==> src/rtl/scan_sel_pkg.sv <==
// Shared constants and state encoding for the scan select generator.
package scan_sel_pkg;

    localparam int unsigned SEL_W  = 3;
    localparam int unsigned NUM_CH = 2 ** SEL_W;

    localparam logic MODE_ONESHOT = 1'b0;
    localparam logic MODE_CONT    = 1'b1;

    typedef enum logic {
        ST_IDLE,
        ST_DWELL
    } state_t;

endpackage

==> src/rtl/scan_next_chan.sv <==
// Combinational search for the next enabled channel above i_cur, wrapping modulo 2**SEL_W.
// With i_cur = 2**SEL_W-1 the result is the lowest enabled channel.
module scan_next_chan #(
    parameter int unsigned SEL_W = scan_sel_pkg::SEL_W
) (
    input  logic [2**SEL_W-1:0] i_mask,
    input  logic [SEL_W-1:0]    i_cur,
    output logic [SEL_W-1:0]    o_next,
    output logic                o_wrap
);

    localparam int unsigned CH_N = 2 ** SEL_W;

    logic             w_found;
    logic [SEL_W-1:0] w_idx;

    always_comb begin
        w_found = 1'b0;
        w_idx   = '0;
        o_next  = i_cur;
        for (int unsigned k = 1; k <= CH_N; k++) begin
            w_idx = i_cur + SEL_W'(k);
            if (!w_found && i_mask[w_idx]) begin
                o_next  = w_idx;
                w_found = 1'b1;
            end
        end
        // Landing on or below the current index means the search wrapped.
        o_wrap = (o_next <= i_cur);
    end

endmodule

==> src/rtl/scan_sel_gen.sv <==
// Sequential select generator: steps through enabled channels of a latched mask,
// holding each for a programmable dwell and waiting on downstream ready.
module scan_sel_gen #(
    parameter int unsigned SEL_W   = scan_sel_pkg::SEL_W,
    parameter int unsigned DWELL_W = 16
) (
    input  logic                 clk,
    input  logic                 rst_n,
    input  logic                 start,
    input  logic                 stop,
    input  logic                 mode,
    input  logic [2**SEL_W-1:0]  chan_mask,
    input  logic [DWELL_W-1:0]   dwell,
    input  logic                 sel_ready,
    output logic [SEL_W-1:0]     sel,
    output logic                 sel_valid,
    output logic                 sel_step,
    output logic                 busy,
    output logic                 done,
    output logic                 err
);

    import scan_sel_pkg::*;

    localparam int unsigned CH_N = 2 ** SEL_W;

    state_t             r_state,     w_state_nxt;
    logic [SEL_W-1:0]   r_sel,       w_sel_nxt;
    logic               r_valid,     w_valid_nxt;
    logic               r_step,      w_step_nxt;
    logic               r_busy,      w_busy_nxt;
    logic               r_done,      w_done_nxt;
    logic               r_err,       w_err_nxt;
    logic [CH_N-1:0]    r_mask,      w_mask_nxt;
    logic [DWELL_W-1:0] r_dwell,     w_dwell_nxt;
    logic               r_mode,      w_mode_nxt;
    logic [DWELL_W-1:0] r_cnt,       w_cnt_nxt;

    logic [SEL_W-1:0]   w_first;
    logic               w_first_wrap;
    logic [SEL_W-1:0]   w_next;
    logic               w_next_wrap;
    logic [DWELL_W-1:0] w_dwell_eff;

    // Lowest-enabled search runs on the live mask because it is latched on the same edge.
    scan_next_chan #(.SEL_W(SEL_W)) u_first (
        .i_mask (chan_mask),
        .i_cur  (SEL_W'(CH_N - 1)),
        .o_next (w_first),
        .o_wrap (w_first_wrap)
    );

    scan_next_chan #(.SEL_W(SEL_W)) u_next (
        .i_mask (r_mask),
        .i_cur  (r_sel),
        .o_next (w_next),
        .o_wrap (w_next_wrap)
    );

    assign w_dwell_eff = (dwell == '0) ? DWELL_W'(1) : dwell;

    always_comb begin
        w_state_nxt = r_state;
        w_sel_nxt   = r_sel;
        w_valid_nxt = r_valid;
        w_step_nxt  = 1'b0;
        w_busy_nxt  = r_busy;
        w_done_nxt  = 1'b0;
        w_err_nxt   = 1'b0;
        w_mask_nxt  = r_mask;
        w_dwell_nxt = r_dwell;
        w_mode_nxt  = r_mode;
        w_cnt_nxt   = r_cnt;

        unique case (r_state)
            ST_IDLE: begin
                if (start && !stop) begin
                    if (chan_mask != '0) begin
                        w_mask_nxt  = chan_mask;
                        w_dwell_nxt = w_dwell_eff;
                        w_mode_nxt  = mode;
                        w_state_nxt = ST_DWELL;
                        w_sel_nxt   = w_first;
                        w_valid_nxt = 1'b1;
                        w_step_nxt  = 1'b1;
                        w_busy_nxt  = 1'b1;
                        w_cnt_nxt   = w_dwell_eff;
                    end else begin
                        w_err_nxt = 1'b1;
                    end
                end
            end
            ST_DWELL: begin
                if (stop) begin
                    w_state_nxt = ST_IDLE;
                    w_valid_nxt = 1'b0;
                    w_busy_nxt  = 1'b0;
                end else if (r_cnt == DWELL_W'(1)) begin
                    if (sel_ready) begin
                        if (w_next_wrap && (r_mode == MODE_ONESHOT)) begin
                            w_state_nxt = ST_IDLE;
                            w_valid_nxt = 1'b0;
                            w_busy_nxt  = 1'b0;
                            w_done_nxt  = 1'b1;
                        end else begin
                            w_sel_nxt  = w_next;
                            w_step_nxt = 1'b1;
                            w_cnt_nxt  = r_dwell;
                        end
                    end
                end else begin
                    w_cnt_nxt = r_cnt - DWELL_W'(1);
                end
            end
            default: w_state_nxt = ST_IDLE;
        endcase
    end

    always_ff @(posedge clk or negedge rst_n) begin
        if (!rst_n) begin
            r_state <= ST_IDLE;
            r_sel   <= '0;
            r_valid <= 1'b0;
            r_step  <= 1'b0;
            r_busy  <= 1'b0;
            r_done  <= 1'b0;
            r_err   <= 1'b0;
            r_mask  <= '0;
            r_dwell <= '0;
            r_mode  <= 1'b0;
            r_cnt   <= '0;
        end else begin
            r_state <= w_state_nxt;
            r_sel   <= w_sel_nxt;
            r_valid <= w_valid_nxt;
            r_step  <= w_step_nxt;
            r_busy  <= w_busy_nxt;
            r_done  <= w_done_nxt;
            r_err   <= w_err_nxt;
            r_mask  <= w_mask_nxt;
            r_dwell <= w_dwell_nxt;
            r_mode  <= w_mode_nxt;
            r_cnt   <= w_cnt_nxt;
        end
    end

    assign sel       = r_sel;
    assign sel_valid = r_valid;
    assign sel_step  = r_step;
    assign busy      = r_busy;
    assign done      = r_done;
    assign err       = r_err;

endmodule

==> config.mk <==
export PLATFORM = sky130hd
export DESIGN_NAME = scan_sel_gen
export DESIGN_NICKNAME = d
export VERILOG_FILES = /design/src/rtl/scan_sel_pkg.sv /design/src/rtl/scan_next_chan.sv /design/src/rtl/scan_sel_gen.sv
export SDC_FILE = /design/constraint.sdc
export NUM_CORES = 1
export LEC_CHECK = 0
export BUFFER_PORTS_ARGS = -buffer_cell sky130_fd_sc_hd__buf_2
export CELL_PAD_IN_SITES_DETAIL_PLACEMENT = 0
export CELL_PAD_IN_SITES_GLOBAL_PLACEMENT = 2
export CORE_ASPECT_RATIO = 1.4
export CORE_MARGIN = 1.5
export CORE_UTILIZATION = 38
export CTS_CLUSTER_SIZE = 10
export DETAILED_ROUTE_END_ITERATION = 10
export PLACE_DENSITY_LB_ADDON = 0.08
export SLEW_MARGIN = 20
export SYNTH_ARGS = -nofsm -noshare
export SYNTH_HDL_FRONTEND = slang
export SYNTH_SLANG_ARGS = --single-unit
==> constraint.sdc <==
create_clock -name clk -period 6.75 [get_ports clk]
set_clock_uncertainty 0.15 [all_clocks]
set_input_delay 0.675 -clock clk [delete_from_list [all_inputs] [get_ports clk]]
set_output_delay 0.675 -clock clk [all_outputs]
set_load 0.05 [all_outputs]
==> impl_metrics.env, run 1 <==
export IMPL_place_congestion=0.8557
export IMPL_switching_share=0.4437
export IMPL_maxCapViolations=0
export IMPL_hpwlAfterDp_microns=7234
export IMPL_drc=0
export IMPL_regArea_sq_um=1226
export IMPL_clock_sinks=49
export IMPL_core_sq_um=9080
export IMPL_synthFlopType="dfrtp_1"
export IMPL_critPathMaxStageDelay_ns=0.73
export IMPL_ys_top_cells_by_area="dfrtp_1, mux4_2, mux2_1"
export IMPL_timing_fmax_mhz=204.0
export IMPL_grt_antenna_before_repair=0
export IMPL_critPathMaxFanout=19
export IMPL_synth_edff_count=0
export IMPL_synth_distinct_cells=65
export IMPL_chipWidth_microns=85.13
export IMPL_layout_min_cycle_time_ns=4.903
export IMPL_globalRouteTotalUtil=0.2100
export IMPL_fillers=897
export IMPL_cts_buffers=5
export IMPL_grt_max_degree=50
export IMPL_core_rowCount=41
export IMPL_p_leak_uw=0.001638
export IMPL_insertion_delay_ns=0.29
export IMPL_fin_crit_sh=0.7264
export IMPL_drv_slew=0
export IMPL_crit_chain="inv_1 -> ha_1 -> mux4_2 -> mux2_4 -> mux2_2 -> o311a_1 -> a221o_1 -> and2_1 -> ha_1 -> nor2b_1 -> o21ai_0 -> a32oi_1 -> o21ai_0 -> a31oi_1 -> buf_4 -> o21ai_0 -> a22o_1"
export IMPL_post_cts_resize_count=0
export IMPL_p_int_uw=1011
export IMPL_relSlewSlack=0.4700
export IMPL_grt_pass1_vias=3179
export IMPL_seqPwrFrac=0.243
export IMPL_synth_warnings=0
export IMPL_start_util=0.3952
export IMPL_final_nets=437
export IMPL_syn_avg_cell_area_sq_um=9.646
export IMPL_power_density_nw_per_um2=451.9
export IMPL_h_tree_depth=2
export IMPL_n_antenna_cell=0
export IMPL_syn_to_final_growth_pct=12.06
export IMPL_cts_root_buffer="clkbuf_16"
export IMPL_synth_top_area_cell="dfrtp_1"
export IMPL_finalHoldViolCount=0
export IMPL_tightest_slew_ns=0.7889
export IMPL_hold_slack_ns=0.3322
export IMPL_crit_required_ns=6.77
export IMPL_synth_top_area_frac=0.3417
export IMPL_ir_drop_uv=149.0
export IMPL_p_switching_uw=806.3
export IMPL_clock_power_share=0.165
export IMPL_netlist_area_sq_um=3588
export IMPL_cts_hold_fix_buffers=0
export IMPL_cts_tree="built"
export IMPL_grt_pass1_wl_microns=16640
export IMPL_postCtsSetupBuffers=0
export IMPL_gr_total_overflow=0
export IMPL_die_h_microns=118.0
export IMPL_crit_slowest_cell="ha_1"
export IMPL_fin_tns_setup_ns=0
export IMPL_cts_buffer_depth=2
export IMPL_route_vias_total=3025
export IMPL_seq_area_frac_synth=0.3417
export IMPL_syn_inst=372
export IMPL_fin_util=0.4429
export IMPL_io_buffers=37
export IMPL_synth_nets=409
export IMPL_crit_path_frequent_cell="o21ai_0"
export IMPL_dieArea_sq_um=10040
export IMPL_ys_ff_latch=49
export IMPL_worst_ep_arrival_time_ns=4.93
export IMPL_critical_path_endpoint_type="flop"
export IMPL_ant_nets=0
export IMPL_outcome="completed"
export IMPL_io_pins=38
export IMPL_grt_setup_unrepaired="false"
export IMPL_critPathKind="reg -> reg"
export IMPL_multiInputGateArea_sq_um=2198
export IMPL_viasPerCell=5.955
export IMPL_ys_async_sr_fraction=1.000
export IMPL_drtIter0Drc=117
export IMPL_drive_above_1_share=0.1995
export IMPL_critPathLaunchType="flop"
export IMPL_drt_total_wl_microns=10020
export IMPL_setup_violations=0
export IMPL_path_clk_slew_ns=0.07
export IMPL_wl_per_cell_microns=19.73
export IMPL_hp_class="reg -> reg"
export IMPL_combinationalPowerShare=0.591
export IMPL_dr_pass1_iters=6
cell usage after synthesis, types with 7 or more instances:
cell and number:
a21oi_1 22, nor2_1 29, nand2_1 21, o211ai_1 8, dfrtp_1 49, mux2_1 25, nand3_1 9, inv_1 12
o21ai_0 17, nor3_1 15, mux2i_1 8, mux4_2 14, ha_1 7, o21ai_1 12, clkbuf_1 10, buf_2 9
final timing paths:
kind                       startpoint     endpoint  slack (ns)  depth (start not counted)
max                            sel[1]     r_cnt[2]        1.85                         17
min reg2reg                r_dwell[5]   r_dwell[5]        0.33                          1
min in group asynchronous       rst_n          err        0.35                          2
max in group asynchronous       rst_n  r_dwell[12]        5.65                          2
min                        r_dwell[5]   r_dwell[5]        0.33                          1
max reg2reg                    sel[1]     r_cnt[2]        1.85                         17
routing by layer:
metal,vias to the layer above,global-route usage,share of wire,wire length [microns]
li1,1468,-,-,-
met1,1502,0.2516,0.42,4210
met2,38,0.3829,0.54,5382
met3,17,0.02454,0.017,168
met4,0,0.06865,0.026,260
met5,-,0,0,0
logic make-up (layout without fill, tap and decap cells):
kind of cell    Yosys count  after routing  synth area share
flops                    49             49            0.3417
compound gates          108            108            0.2022
buf+inv                  36             65           0.04707
xor+xnor                  6              6           0.01464
simple gates            112            112            0.1583
mux                      54             54            0.2116
fa+ha+maj                 7              7           0.02441
stage by stage:
stage	std cells	total power [uW]	worst slack, ns	cell area, sq um
after floorplan	372	1276	1.146	3588
after global placement	500	1517	1.931	3845
after detailed placement	500	1513	1.905	3845
after CTS	508	1823	1.869	4021
after global routing	508	1972	1.499	4021
final	508	1817	1.847	4021
sequential cells by signal, summed over array words and instances, names as in the netlist:
name      cells
done          1
sel           3
r_cnt        16
r_state       1
r_mode        1
busy          1
r_mask        8
err           1
sel_step      1
r_dwell      16
area by class of cell:
class,instances,area share
Tap cell,107,0.03329
Sequential cell,49,0.3049
Inverter,13,0.01213
Clock inverter,2,0.009334
Clock buffer,6,0.03454
Timing Repair Buffer,44,0.05912
Multi-Input combinational cell,287,0.5467
cells in the final DEF, fill, tap and decap left out, drive strengths merged, types with 7 or more instances in the layout:
| cell type | netlist | routed |
|---|---|---|
| mux4 | 14 | 14 |
| inv | 12 | 12 |
| nor3 | 15 | 15 |
| nand3 | 9 | 9 |
| o211ai | 8 | 8 |
| nor2 | 30 | 30 |
| mux2 | 32 | 32 |
| nand2 | 21 | 21 |
| a21oi | 22 | 22 |
| buf | 13 | 44 |
| dfrtp | 49 | 49 |
| mux2i | 8 | 8 |
| o21ai | 29 | 29 |
| ha | 7 | 7 |
critical path: cells and delay by family, from the launching register on:
kind / cells / cell delay (ns)
AOI/OAI and AO/OA: 8 / 1.52
adders and majority gates: 2 / 1.01
buffers and inverters: 2 / 0.38
DFF: 1 / 0.34
muxes: 3 / 1.09
and+or+nand+nor: 2 / 0.27
power groups by stage:
stage	sequential, uW	combinational, uW	clock [uW]
after floorplan	446	831	0
after global placement	445	1070	0
after detailed placement	447	1070	0
after CTS	441	1070	308
after global routing	453	1200	316
final	442	1070	301
No activity file was read; power rests on OpenSTA's default activity.
==> inputs of run 2 (changes only) <==
--- a/config.mk
+++ b/config.mk
@@ -10,7 +10,7 @@
 export CELL_PAD_IN_SITES_GLOBAL_PLACEMENT = 2
 export CORE_ASPECT_RATIO = 1.4
 export CORE_MARGIN = 1.5
-export CORE_UTILIZATION = 38
+export CORE_UTILIZATION = 34
 export CTS_CLUSTER_SIZE = 10
 export DETAILED_ROUTE_END_ITERATION = 10
 export PLACE_DENSITY_LB_ADDON = 0.08
==> constraint.sdc (replaced) <==
create_clock -name clk -period 4.3 [get_ports clk]
set_clock_uncertainty 0.15 [all_clocks]
set_input_delay 0.43 -clock clk [delete_from_list [all_inputs] [get_ports clk]]
set_output_delay 0.43 -clock clk [all_outputs]
set_load 0.05 [all_outputs]
==> impl_metrics.env, run 2 (synthesis gave the netlist of run 1 again) <==
export IMPL_core_rowCount=44
export IMPL_use_met3=0.02259
export IMPL_grt_pass1_vias=3326
export IMPL_place_inst=566
export IMPL_clock_sinks=49
export IMPL_gr_total_overflow=0
export IMPL_drtIter0Drc=141
export IMPL_p_leak_uw=0.001884
export IMPL_fin_cells=583
export IMPL_route_vias_total=3201
export IMPL_dpl_instance_area_sq_um=4189
export IMPL_syn_to_final_growth_pct=26.26
export IMPL_ant_nets=0
export IMPL_viasPerCell=5.491
export IMPL_io_buffers=37
export IMPL_grt_antenna_before_repair=0
export IMPL_hold_slack_ns=0.08700
export IMPL_power_density_nw_per_um2=780.0
export IMPL_setup_ws_ns=0.1648
export IMPL_critPathLaunchType="flop"
export IMPL_regArea_sq_um=1229
export IMPL_reg_largest_list="r_cnt x16, r_dwell x16, r_mask x8"
export IMPL_final_cell_mix="dfrtp_1, buf_4, buf_2"
export IMPL_cp_top_family="compound AO/OA/AOI/OAI gates"
export IMPL_maxCapViolations=0
export IMPL_fin_crit_sh=0.9617
export IMPL_tightest_slew_ns=0.6557
export IMPL_core_sq_um=10350
export IMPL_design_area_sq_um=4531
export IMPL_r2r_start="sel[0]"
export IMPL_regToRegEndpoint="r_cnt[2]"
export IMPL_n_antenna_cell=0
export IMPL_start_util=0.3467
export IMPL_drv_slew=0
export IMPL_cts_root_buffer="clkbuf_16"
export IMPL_rrSetupSlack_ns=0.16
export IMPL_cts_tree="built"
export IMPL_dr_pass1_iters=4
export IMPL_ir_drop_uv=266.8
export IMPL_outcome="completed"
export IMPL_critPathMaxFanout=7
export IMPL_cp_depth=17
export IMPL_multiInputGateArea_sq_um=2303
export IMPL_worst_ep_arrival_time_ns=4.18
export IMPL_fillers=1093
export IMPL_rr_worst_depth=17
export IMPL_mostFrequentLayoutCell="dfrtp_1"
export IMPL_grt_pass1_wl_microns=17350
export IMPL_cts_buffer_depth=2
export IMPL_critical_path_endpoint_type="flop"
export IMPL_crit_required_ns=4.34
export IMPL_grt_max_degree=50
export IMPL_globalRouteTotalUtil=0.1970
export IMPL_path_clk_slew_ns=0.07
export IMPL_relSlewSlack=0.5629
export IMPL_insertion_delay_ns=0.30
export IMPL_drt_total_wl_microns=10750
export IMPL_drc=0
export IMPL_met2_usage=0.3839
export IMPL_hp_class="in -> async"
export IMPL_finalHoldViolCount=0
export IMPL_place_congestion=0.8536
export IMPL_h_tree_depth=2
export IMPL_setup_violations=0
export IMPL_final_nets=481
export IMPL_wl_per_cell_microns=18.44
export IMPL_timing_fmax_mhz=241.8
export IMPL_total_power_uw=3534
export IMPL_crit_slowest_cell="dfrtp_2"
export IMPL_preCtsSetupSlack_ns=-0.05877
export IMPL_critPathMaxStageDelay_ns=0.41
export IMPL_critPathKind="reg -> reg"
export IMPL_grt_most_used_layer="met2"
export IMPL_die_h_microns=124.6
export IMPL_cts_buffers=5
export IMPL_dieArea_sq_um=11190
export IMPL_io_pins=38
export IMPL_use_met1=0.2128
export IMPL_crit_buf_inv=2
export IMPL_chipWidth_microns=89.83
export IMPL_crit_chain="inv_2 -> ha_4 -> mux4_2 -> mux2_4 -> mux2_2 -> o311a_1 -> a221o_1 -> and2_4 -> ha_4 -> nor2b_4 -> o21ai_2 -> a32oi_2 -> o21ai_2 -> a31oi_4 -> buf_6 -> o21ai_0 -> a22o_1"
export IMPL_hpwlAfterDp_microns=8131
export IMPL_drive_above_1_share=0.3191
export IMPL_layout_min_cycle_time_ns=4.135
export IMPL_cts_hold_fix_buffers=0
==> run 2: cell types whose count changed in the layout (fill, tap and decap cells not counted), sizes merged <==
cell,delta
buf,+44
==> run 2: worst register-to-register path, cell delays in order (launching register included) <==
cell	delay (ns)
dfrtp_2	0.41
inv_2	0.06
ha_4	0.33
mux4_2	0.33
mux2_4	0.31
mux2_2	0.27
o311a_1	0.29
a221o_1	0.29
and2_4	0.15
ha_4	0.26
nor2b_4	0.13
o21ai_2	0.06
a32oi_2	0.18
o21ai_2	0.11
a31oi_4	0.23
buf_6	0.16
o21ai_0	0.08
a22o_1	0.24
==> run 2: per-layer routing <==
| layer | vias to the layer above | routed length, microns |
|---|---|---|
| li1 | 1553 | - |
| met1 | 1574 | 4166 |
| met2 | 55 | 6038 |
| met3 | 19 | 255 |
| met4 | 0 | 289 |
| met5 | - | 0 |
==> run 2: worst max-delay path by stage <==
| stage | from | endpoint | slack (ns) |
|---|---|---|---|
| 3_3_place_gp | sel[0] | r_cnt[2] | -0.0003 |
| 6_report | sel[0] | r_cnt[2] | 0.16 |
| 3_5_place_dp | sel[0] | r_cnt[2] | -0.06 |
| 5_1_grt | sel[0] | r_cnt[2] | -0.001 |
| 4_1_cts | sel[0] | r_cnt[12] | 0.03 |
| 2_1_floorplan | sel[1] | r_cnt[15] | -0.34 |
==> run 2: what timing repair did <==
item                                    in CTS  in global routing
pin swaps                                    1                  6
endpoints found under the setup margin      10                 17
gates cloned                                 0                  1
setup buffers                                2                  6
hold endpoints to repair                     0                  0
gates resized for setup                      0                 19
==> run 2: layout make-up <==
class,count,area share
tap,138,0.03811
clock buffer,6,0.03065
clock inverter,2,0.008285
multi-input combinational,287,0.5084
sequential,49,0.2712
timing repair buffer,88,0.1315
inverter,13,0.01188
==> run 2: power breakdown <==
part	total, uW	switching, uW	internal (uW)
logic	2360	1140	1220
registers	693	125	568
clock network	478	187	291
==> run 2: stage by stage <==
stage / utilization / TNS, ns
2_1_floorplan: - / -4.751
3_3_place_gp: 0.4047 / -0.0002758
3_5_place_dp: 0.4047 / -0.1567
4_1_cts: 0.4232 / 0
5_1_grt: 0.4377 / -0.001177
6_report: 0.4377 / 0
==> inputs of run 3 (changes only) <==
--- a/config.mk
+++ b/config.mk
@@ -7,10 +7,10 @@
 export LEC_CHECK = 0
 export BUFFER_PORTS_ARGS = -buffer_cell sky130_fd_sc_hd__buf_2
 export CELL_PAD_IN_SITES_DETAIL_PLACEMENT = 0
-export CELL_PAD_IN_SITES_GLOBAL_PLACEMENT = 2
+export CELL_PAD_IN_SITES_GLOBAL_PLACEMENT = 1
 export CORE_ASPECT_RATIO = 1.4
 export CORE_MARGIN = 1.5
-export CORE_UTILIZATION = 34
+export CORE_UTILIZATION = 42
 export CTS_CLUSTER_SIZE = 10
 export DETAILED_ROUTE_END_ITERATION = 10
 export PLACE_DENSITY_LB_ADDON = 0.08
==> impl_metrics.env, run 3 (synthesis gave the netlist of run 1 again) <==
export IMPL_grt_antenna_before_repair=0
export IMPL_dr_pass1_iters=4
export IMPL_route_vias_total=3231
export IMPL_cts_tree="built"
export IMPL_drc=0
export IMPL_place_congestion=0.8677
export IMPL_outcome="completed"
export IMPL_final_nets=470
export IMPL_clock_sinks=49
export IMPL_insertion_delay_ns=0.29
export IMPL_crit_path_frequent_cell="buf_4"
export IMPL_worst_ep_arrival_time_ns=4.23
export IMPL_power_density_nw_per_um2=755.0
export IMPL_core_sq_um=8247
export IMPL_finalHoldViolCount=0
export IMPL_crit_slowest_cell="mux4_2"
export IMPL_core_rowCount=39
export IMPL_cp_top_family="compound AO/OA/AOI/OAI gates"
export IMPL_critical_path_endpoint_type="flop"
export IMPL_die_h_microns=112.4
export IMPL_crit_chain="inv_4 -> ha_4 -> buf_6 -> mux2i_1 -> mux4_2 -> a32o_2 -> and2_4 -> a311oi_2 -> buf_4 -> xnor2_1 -> ha_2 -> nor2b_1 -> o21ai_1 -> a32oi_2 -> o21ai_2 -> a31oi_4 -> buf_4 -> clkbuf_16 -> o221a_1"
export IMPL_drtIter0Drc=104
export IMPL_drt_total_wl_microns=10440
export IMPL_start_util=0.4351
export IMPL_final_cell_mix="dfrtp_1, buf_2, buf_4"
export IMPL_drive_above_1_share=0.2926
export IMPL_ant_nets=0
export IMPL_fin_crit_sh=0.9772
export IMPL_grt_max_degree=50
export IMPL_timing_fmax_mhz=238.0
export IMPL_critPathMaxFanout=9
export IMPL_critPathKind="reg -> reg"
export IMPL_h_tree_depth=2
export IMPL_hpwlAfterDp_microns=7634
export IMPL_wl_per_cell_microns=19.47
export IMPL_io_buffers=37
export IMPL_maxCapViolations=0
export IMPL_tightest_slew_ns=0.7696
export IMPL_globalRouteTotalUtil=0.2389
export IMPL_crit_required_ns=4.33
export IMPL_n_antenna_cell=0
export IMPL_total_power_uw=3316
export IMPL_rr_worst_depth=19
export IMPL_cts_buffer_depth=2
export IMPL_grt_pass1_wl_microns=16550
export IMPL_cts_root_buffer="clkbuf_16"
export IMPL_gr_total_overflow=0
export IMPL_io_pins=38
export IMPL_crit_buf_inv=5
export IMPL_grt_pass1_vias=3151
export IMPL_viasPerCell=6.028
export IMPL_place_inst=516
export IMPL_cts_buffers=5
export IMPL_layout_min_cycle_time_ns=4.202
export IMPL_drv_slew=0
export IMPL_dieArea_sq_um=9115
export IMPL_p_leak_uw=0.001825
export IMPL_syn_to_final_growth_pct=22.38
export IMPL_path_clk_slew_ns=0.07
export IMPL_mostFrequentLayoutCell="dfrtp_1"
export IMPL_relSlewSlack=0.4830
export IMPL_ir_drop_uv=494.9
export IMPL_reg_largest_list="r_cnt x16, r_dwell x16, r_mask x8"
export IMPL_design_area_sq_um=4392
export IMPL_cp_depth=19
export IMPL_cts_hold_fix_buffers=0
export IMPL_hp_class="in -> async"
export IMPL_critPathLaunchType="flop"
export IMPL_dpl_instance_area_sq_um=4064
export IMPL_chipWidth_microns=81.12
export IMPL_setup_violations=0
export IMPL_critPathMaxStageDelay_ns=0.51
export IMPL_fin_cells=536
-- run 3: cell type report --
| class | instances | area, sq um |
|---|---|---|
| Clock buffer | 7 | 142.6 |
| Clock inverter | 1 | 30.03 |
| Fill cell | 789 | 3855 |
| Inverter | 13 | 56.30 |
| Multi-Input combinational cell | 287 | 2275 |
| Sequential cell | 49 | 1229 |
| Tap cell | 102 | 127.6 |
| Timing Repair Buffer | 77 | 531.8 |
-- run 3: final timing paths --
check / from / endpoint / slack, ns
max in group asynchronous: rst_n / sel[1] / 3.43
min reg2reg: r_dwell[6] / r_dwell[6] / 0.33
min: rst_n / done / 0.09
min in group clk: stop / done / 0.20
max reg2reg: sel[0] / r_cnt[0] / 0.1
max: sel[0] / r_cnt[0] / 0.1
-- run 3: repair_timing --
| action | CTS | global route |
|---|---|---|
| pin swaps | 1 | 9 |
| endpoints found under the setup margin | 2 | 17 |
| hold endpoints to repair | 0 | 0 |
| gates resized for setup | 0 | 11 |
| cloned | 0 | 1 |
| setup buffers | 1 | 10 |
-- run 3: report_power, final --
part | internal, uW | switching, uW
clock network | 291 | 170
logic | 1050 | 1120
registers | 568 | 122
-- run 3: metal layers --
layer	vias up	GRT usage	wire (microns)
met4	0	0.06897	171
met3	14	0.03252	193
met5	-	0	0
li1	1537	-	-
met1	1630	0.2691	4114
met2	50	0.4522	5957
-- run 3: metrics by stage --
step                      TNS [ns]    util  hold slack, ns  setup slack, ns
after floorplan             -4.751       -        -0.01559          -0.3384
after global placement           0  0.4928          0.3105          0.05540
after detailed placement         0  0.4928          0.3191          0.01413
after CTS                        0  0.5146          0.1277          0.01571
after global routing      -0.03260  0.5325          0.1699         -0.01635
final                            0  0.5325         0.09143          0.09790
-- run 3: worst reg2reg max path: stages, from the launching register on --
cell       delay [ns]
dfrtp_2          0.44
inv_4            0.09
ha_4             0.23
buf_6            0.14
mux2i_1          0.11
mux4_2           0.51
a32o_2           0.28
and2_4           0.19
a311oi_2         0.28
buf_4            0.17
xnor2_1          0.12
ha_2             0.19
nor2b_1          0.04
o21ai_1          0.17
a32oi_2          0.09
o21ai_2          0.20
a31oi_4          0.12
buf_4            0.17
clkbuf_16        0.16
o221a_1          0.24
